--- src/rtl/btn_debounce_sync_pkg.sv ---
// ============================================================
// Package : btn_debounce_sync_pkg
// Brief   : state encoding and defaults for the button debouncer
// Rev     : 1.0  initial release
// ============================================================
`default_nettype none

package btn_debounce_sync_pkg;

    localparam int unsigned c_n_btn_def      = 5;
    localparam int unsigned c_stable_cnt_def = 1000000;

    typedef enum logic [1:0] {
        ST_IDLE_LO = 2'd0,
        ST_CHK_HI  = 2'd1,
        ST_IDLE_HI = 2'd2,
        ST_CHK_LO  = 2'd3
    } btn_state_e;

    // Accepted level is high while idling high or qualifying a release.
    function automatic logic st_is_high(input btn_state_e s);
        return (s == ST_IDLE_HI) || (s == ST_CHK_LO);
    endfunction

    function automatic logic st_is_chk(input btn_state_e s);
        return (s == ST_CHK_HI) || (s == ST_CHK_LO);
    endfunction

endpackage : btn_debounce_sync_pkg

`default_nettype wire

--- src/rtl/btn_debounce_sync_chan.sv ---
// ============================================================
// Module : btn_debounce_sync_chan
// Brief  : one channel: 2-flop synchroniser, debounce FSM, strobes
// Rev    : 1.0  initial release
// ============================================================
`default_nettype none

module btn_debounce_sync_chan
    import btn_debounce_sync_pkg::*;
#(
    parameter int unsigned STABLE_CNT = c_stable_cnt_def
) (
    input  logic clk,
    input  logic clr,
    input  logic btn_in,
    output logic btn_level,
    output logic btn_press,
    output logic btn_release,
    output logic busy
);

    localparam int unsigned     CNT_W     = $clog2(STABLE_CNT);
    localparam logic [CNT_W-1:0] c_cnt_max = CNT_W'(STABLE_CNT - 1);

    logic             r_s0;
    logic             r_s1;
    btn_state_e       r_state;
    btn_state_e       w_state_nxt;
    logic [CNT_W-1:0] r_cnt;
    logic [CNT_W-1:0] w_cnt_nxt;
    logic             w_press_nxt;
    logic             w_release_nxt;
    logic             r_level;
    logic             r_press;
    logic             r_release;
    logic             r_busy;

    always_ff @(posedge clk) begin
        if (clr) begin
            r_s0      <= 1'b0;
            r_s1      <= 1'b0;
            r_state   <= ST_IDLE_LO;
            r_cnt     <= '0;
            r_level   <= 1'b0;
            r_press   <= 1'b0;
            r_release <= 1'b0;
            r_busy    <= 1'b0;
        end else begin
            r_s0      <= btn_in;
            r_s1      <= r_s0;
            r_state   <= w_state_nxt;
            r_cnt     <= w_cnt_nxt;
            // Outputs follow the state being entered, so they line up with it.
            r_level   <= st_is_high(w_state_nxt);
            r_busy    <= st_is_chk(w_state_nxt);
            r_press   <= w_press_nxt;
            r_release <= w_release_nxt;
        end
    end

    always_comb begin
        w_state_nxt   = r_state;
        w_cnt_nxt     = r_cnt;
        w_press_nxt   = 1'b0;
        w_release_nxt = 1'b0;
        case (r_state)
            ST_IDLE_LO: begin
                if (r_s1) begin
                    w_state_nxt = ST_CHK_HI;
                    w_cnt_nxt   = '0;
                end
            end
            ST_CHK_HI: begin
                if (!r_s1) begin
                    w_state_nxt = ST_IDLE_LO;
                    w_cnt_nxt   = '0;
                end else if (r_cnt == c_cnt_max) begin
                    w_state_nxt = ST_IDLE_HI;
                    w_cnt_nxt   = '0;
                    w_press_nxt = 1'b1;
                end else begin
                    w_cnt_nxt   = r_cnt + CNT_W'(1);
                end
            end
            ST_IDLE_HI: begin
                if (!r_s1) begin
                    w_state_nxt = ST_CHK_LO;
                    w_cnt_nxt   = '0;
                end
            end
            ST_CHK_LO: begin
                if (r_s1) begin
                    w_state_nxt = ST_IDLE_HI;
                    w_cnt_nxt   = '0;
                end else if (r_cnt == c_cnt_max) begin
                    w_state_nxt   = ST_IDLE_LO;
                    w_cnt_nxt     = '0;
                    w_release_nxt = 1'b1;
                end else begin
                    w_cnt_nxt     = r_cnt + CNT_W'(1);
                end
            end
            default: begin
                w_state_nxt = ST_IDLE_LO;
                w_cnt_nxt   = '0;
            end
        endcase
    end

    assign btn_level   = r_level;
    assign btn_press   = r_press;
    assign btn_release = r_release;
    assign busy        = r_busy;

endmodule : btn_debounce_sync_chan

`default_nettype wire

--- src/rtl/btn_debounce_sync.sv ---
// ============================================================
// Module : btn_debounce_sync
// Brief  : N independent synchronised, debounced button channels
// Rev    : 1.0  initial release
// ============================================================
`default_nettype none

module btn_debounce_sync
    import btn_debounce_sync_pkg::*;
#(
    parameter int unsigned N_BTN      = c_n_btn_def,
    parameter int unsigned STABLE_CNT = c_stable_cnt_def
) (
    input  logic             clk,
    input  logic             clr,
    input  logic [N_BTN-1:0] btn_in,
    output logic [N_BTN-1:0] btn_level,
    output logic [N_BTN-1:0] btn_press,
    output logic [N_BTN-1:0] btn_release,
    output logic [N_BTN-1:0] busy
);

    for (genvar g = 0; g < N_BTN; g++) begin : g_chan
        btn_debounce_sync_chan #(
            .STABLE_CNT (STABLE_CNT)
        ) u_chan (
            .clk         (clk),
            .clr         (clr),
            .btn_in      (btn_in[g]),
            .btn_level   (btn_level[g]),
            .btn_press   (btn_press[g]),
            .btn_release (btn_release[g]),
            .busy        (busy[g])
        );
    end

endmodule : btn_debounce_sync

`default_nettype wire
--- config.mk ---
export PLATFORM = sky130hd
export DESIGN_NAME = btn_debounce_sync
export DESIGN_NICKNAME = d
export VERILOG_FILES = /design/src/rtl/btn_debounce_sync_pkg.sv /design/src/rtl/btn_debounce_sync_chan.sv /design/src/rtl/btn_debounce_sync.sv
export SDC_FILE = /design/constraint.sdc
export NUM_CORES = 1
export LEC_CHECK = 0
export CAP_MARGIN = 20
export CORE_MARGIN = 1
export CORE_UTILIZATION = 42
export CTS_CLUSTER_SIZE = 25
export DETAILED_ROUTE_END_ITERATION = 7
export PLACE_DENSITY_LB_ADDON = 0.3
export SLEW_MARGIN = 20
export SYNTH_ARGS = -nofsm -noshare
export SYNTH_HDL_FRONTEND = slang
export SYNTH_SLANG_ARGS = --single-unit
--- constraint.sdc ---
create_clock -name clk -period 4.7 [get_ports clk]
set_clock_uncertainty 0.2 [all_clocks]
set_input_delay 0.94 -clock clk [delete_from_list [all_inputs] [get_ports clk]]
set_output_delay 0.94 -clock clk [all_outputs]
set_load 0.03 [all_outputs]
Word level (Yosys, flattened, before mapping):

Cells that the tools add are included.

* input port bits: 7
* register bits: 140
* word-level logic and storage cells: 205

* eq/ne operators: 45
* $add $sub $neg: 5
* bitwise operators: 15
* muxes and demuxes: 70
* reductions and logical operators: 30

Operators by type and width (number)
* $mux 20: 25
* $pmux 20 s4: 5
* $add 20x1->20 const B: 5
* $eq 20x20->1 const B: 5
* $mux 2: 30
* $eq 2x2->1 const B: 20
* $pmux 2 s4: 5
* $reduce_or 3->1: 10
* $eq 2x1->1 const B: 10
* $not 1->1: 15
* $logic_not 2->1: 5
* $logic_or 1x1->1: 10
* $ne 2x1->1 const B: 5
* $ne 2x2->1 const B: 5
* $reduce_and 2->1: 5
* $mux 1: 5

Longest topological paths before layout:

* word-level depth: 6
* depth in mapped cells: 7
* mapped depth without buffers: 6

By module:

A second synthesis with hierarchy kept.

* cells, all modules: 769
* area, all modules: 6622.6 um^2

Modules (own cells, without submodules)
* btn_debounce_sync_chan (g_chan[0].u_chan ...): times used 4, cells an instance 155, area each 1320.0 um^2
* btn_debounce_sync_chan (g_chan[4].u_chan): times used 1, cells an instance 149, area each 1342.5 um^2

Worst setup path after synthesis:

OpenSTA, ideal clock, no wires.

* path type: input port to flip-flop
* start: input clr
* end: register g_chan[3].u_chan.r_cnt[4]
* path buffers: 3
* data arrival time: 1.798 ns
* data required time: 4.378 ns
* stages on the path: 5
* library setup time: 0.122 ns
* setup slack: 2.580 ns
* cell sequence: clkbuf_8 clkbuf_1 clkbuf_1 nand4b_1 nand3_1

RTL lines
* start: declaration: line btn_debounce_sync.sv:15 `input logic clr,`
* end signal: assignment: line btn_debounce_sync_chan.sv:52 `r_cnt <= w_cnt_nxt;`
* end: declaration: line btn_debounce_sync_chan.sv:29 `logic [CNT_W-1:0] r_cnt;`

==> impl_metrics.json <==
{
  "status": "complete, but fails checks",
  "violations": "DRC",
  "yosysMostFrequentCell": "dfxtp_1",
  "worstPathArrival_ns": 1.69,
  "ir_drop_mv": 0.276,
  "io_buffer_count": 26,
  "pin_count": 27,
  "synthTopCellsByCount": "dfxtp_1, nor2_1, nand2_1",
  "cts_buffer_depth": 2,
  "cts-resized-gates": 0,
  "die_h_um": 125,
  "maxSlewHeadroom": 0.377,
  "hold_path_class": "reg -> reg",
  "wl_met3_um": 566,
  "gr-usage-all-layers": 0.175,
  "power_per_cell_area_nw_per_um2": 366,
  "synth_area_um2": 6360,
  "ff_latch_area_um2": 2700,
  "syn_to_final_growth_pct": 13.9,
  "clock-sinks": 135,
  "clock_latency_ns": 0.42,
  "crit_slowest_cell": "clkdlybuf4s50_1",
  "grt_max_degree": 46,
  "path_cells": "clkdlybuf4s50_1",
  "cts_buffers": 17,
  "syn_inst": 705,
  "dr_wl_met2_um": 5860,
  "final_area_um2": 7250,
  "nets": 726,
  "ant_nets": 0,
  "maxUsedRoutingLayer": "met4",
  "synth_edf_count": 0,
  "cp_top_family": "buffers and inverters",
  "drt_iter0_drc": 373,
  "syn_avg_cell_area_um2": 9.03,
  "hold_viol": 0,
  "yosysTopAreaCell": "dfxtp_1",
  "final_core_util": 0.495,
  "async_flop_share": 0,
  "power_uw": 2660,
  "synth_top_area_share": 0.425,
  "seq_area_frac_synth": 0.425,
  "drt-pass1-iter-count": 8,
  "worstPathRequired_ns": 3.56,
  "power.leakage_uw": 0.00240,
  "post-route-period-util": 0.601,
  "drv_slew": 0,
  "layout-drive-gt1-share": 0.0880,
  "finalSetupViolations": 0,
  "fin_crit_ns": 2.83,
  "hpwl_um": 8820,
  "dieArea_um2": 15700,
  "yosysUniqueCellTypes": 66,
  "met1_length_um": 6150,
  "vias": 5043,
  "ys_ff_latch": 135,
  "antenna_found_initial": 0,
  "placementRows": 44,
  "synth-warning-count": 0,
  "viasPerCell": 5.54,
  "synth_flop_cell": "dfxtp_1",
  "fmax_mhz": 354,
  "htreeDepth": 4,
  "rsz0062_at_grt": "no",
  "criticalPathCategory": "reg -> out",
  "critPathMaxFanout": 8,
  "wirelength_um": 13000,
  "gp_congestion": 0.837,
  "final.fill_count": 1302,
  "initial_utilization": 0.435,
  "core-area_um2": 14600,
  "crit_path_start_kind": "flop",
  "grt_pass1_wl_um": 22400,
  "timing.critical_path.buf_inv": 1,
  "syn-num-nets": 717,
  "clkTransAtPathRegs_ns": 0.06,
  "grt_pass1_vias": 4844,
  "grt-ovfl-total": 0,
  "antenna_cells": 0,
  "critical-path-max-stage-delay_ns": 0.74,
  "tritoncts": "yes",
  "die_x_um": 125,
  "setup_tns_ns": 0,
  "place_area_um2": 6610,
  "postCtsSetupRepairBufs": 0,
  "crit_path_end_kind": "primary output",
  "ys_top_cells_by_area": "dfxtp_1, nor2_1, xnor2_1",
  "tightest_slew_ns": 0.933,
  "route.detailed.drc": 6,
  "ctsHoldBuffers": 0,
  "root_buffer": "clkbuf_16",
  "max_cap_violations": 0,
  "multi_input_area_um2": 3390,
  "wl_per_cell_um": 14.3
}
[path summary, 6_finish.rpt]
kind | start | endpoint | slack (ns) | cells past startpoint
max reg2reg | g_chan[4].u_chan.r_cnt[0] | g_chan[4].u_chan.r_cnt[12] | 2.07 | 6
max | g_chan[2].u_chan.r_state[0] | busy[2] | 1.87 | 1
min | g_chan[2].u_chan.r_s0 | g_chan[2].u_chan.r_s1 | 0.24 | 1
min reg2reg | g_chan[2].u_chan.r_s0 | g_chan[2].u_chan.r_s1 | 0.24 | 1
[kinds of logic (layout without fill, tap and decap cells)]
logic type | after synthesis | in the layout | share of synthesized area
AOI/OAI and AO/OA | 83 | 83 | 0.0936
adders and majority gates | 5 | 5 | 0.00983
DFF | 135 | 135 | 0.425
xor gates and xnor gates | 72 | 72 | 0.0991
muxes | 10 | 10 | 0.0157
and+or+nand+nor | 355 | 355 | 0.314
buffers and inverters | 45 | 67 | 0.0434
[power by group]
group | leakage (uW) | internal [uW] | switching, uW | total (uW)
logic | 0.00101 | 19.5 | 44.7 | 64.2
clock network | 0.000299 | 906 | 530 | 1440
registers | 0.00109 | 1150 | 6.18 | 1160
[cell type report]
class                           instances  area share
Clock buffer                           18      0.0606
Inverter                                8     0.00414
Timing Repair Buffer                   27      0.0362
Sequential cell                       135       0.373
Tap cell                              184      0.0318
Clock inverter                         14      0.0274
Multi-Input combinational cell        525       0.467
[layout by cell type, fill, tap and decap left out, types with 19 or more instances in the layout]
cell type,Yosys,final
xnor2_1,39,39
nand2_1,52,52
clkdlybuf4s50_1,0,25
nor3_1,20,20
a21oi_1,19,19
xor2_1,33,33
nand3_1,34,34
nor2_1,100,100
dfxtp_1,135,135
nand4_1,22,22
[per-stage QoR]
step / cells / setup slack (ns) / hold slack [ns]
3_5_place_dp: 879 / 1.85 / 0.227
6_report: 911 / 1.87 / 0.235
4_1_cts: 911 / 1.85 / 0.240
5_1_grt: 911 / 1.83 / 0.255
2_1_floorplan: 705 / 2.58 / 0.214
3_3_place_gp: 879 / 1.92 / 0.223
[metal layers]
metal / track usage / up-vias
met3: 0.0561 / 32
met1: 0.218 / 2376
met4: 0.0825 / 0
met5: 0 / -
met2: 0.276 / 123
li1: - / 2512
[sequential cells by signal, summed over array words and instances, names as in the netlist]
register and flops:
g_chan.u_chan.busy 1, g_chan.u_chan.btn_release 5, g_chan.u_chan.r_state 9, g_chan.u_chan.r_s0 5
g_chan.u_chan.btn_press 5, g_chan.u_chan.r_s1 5, g_chan.u_chan.r_cnt 100, g_chan.u_chan.btn_level 5
No activity file was read; power rests on OpenSTA's default activity.
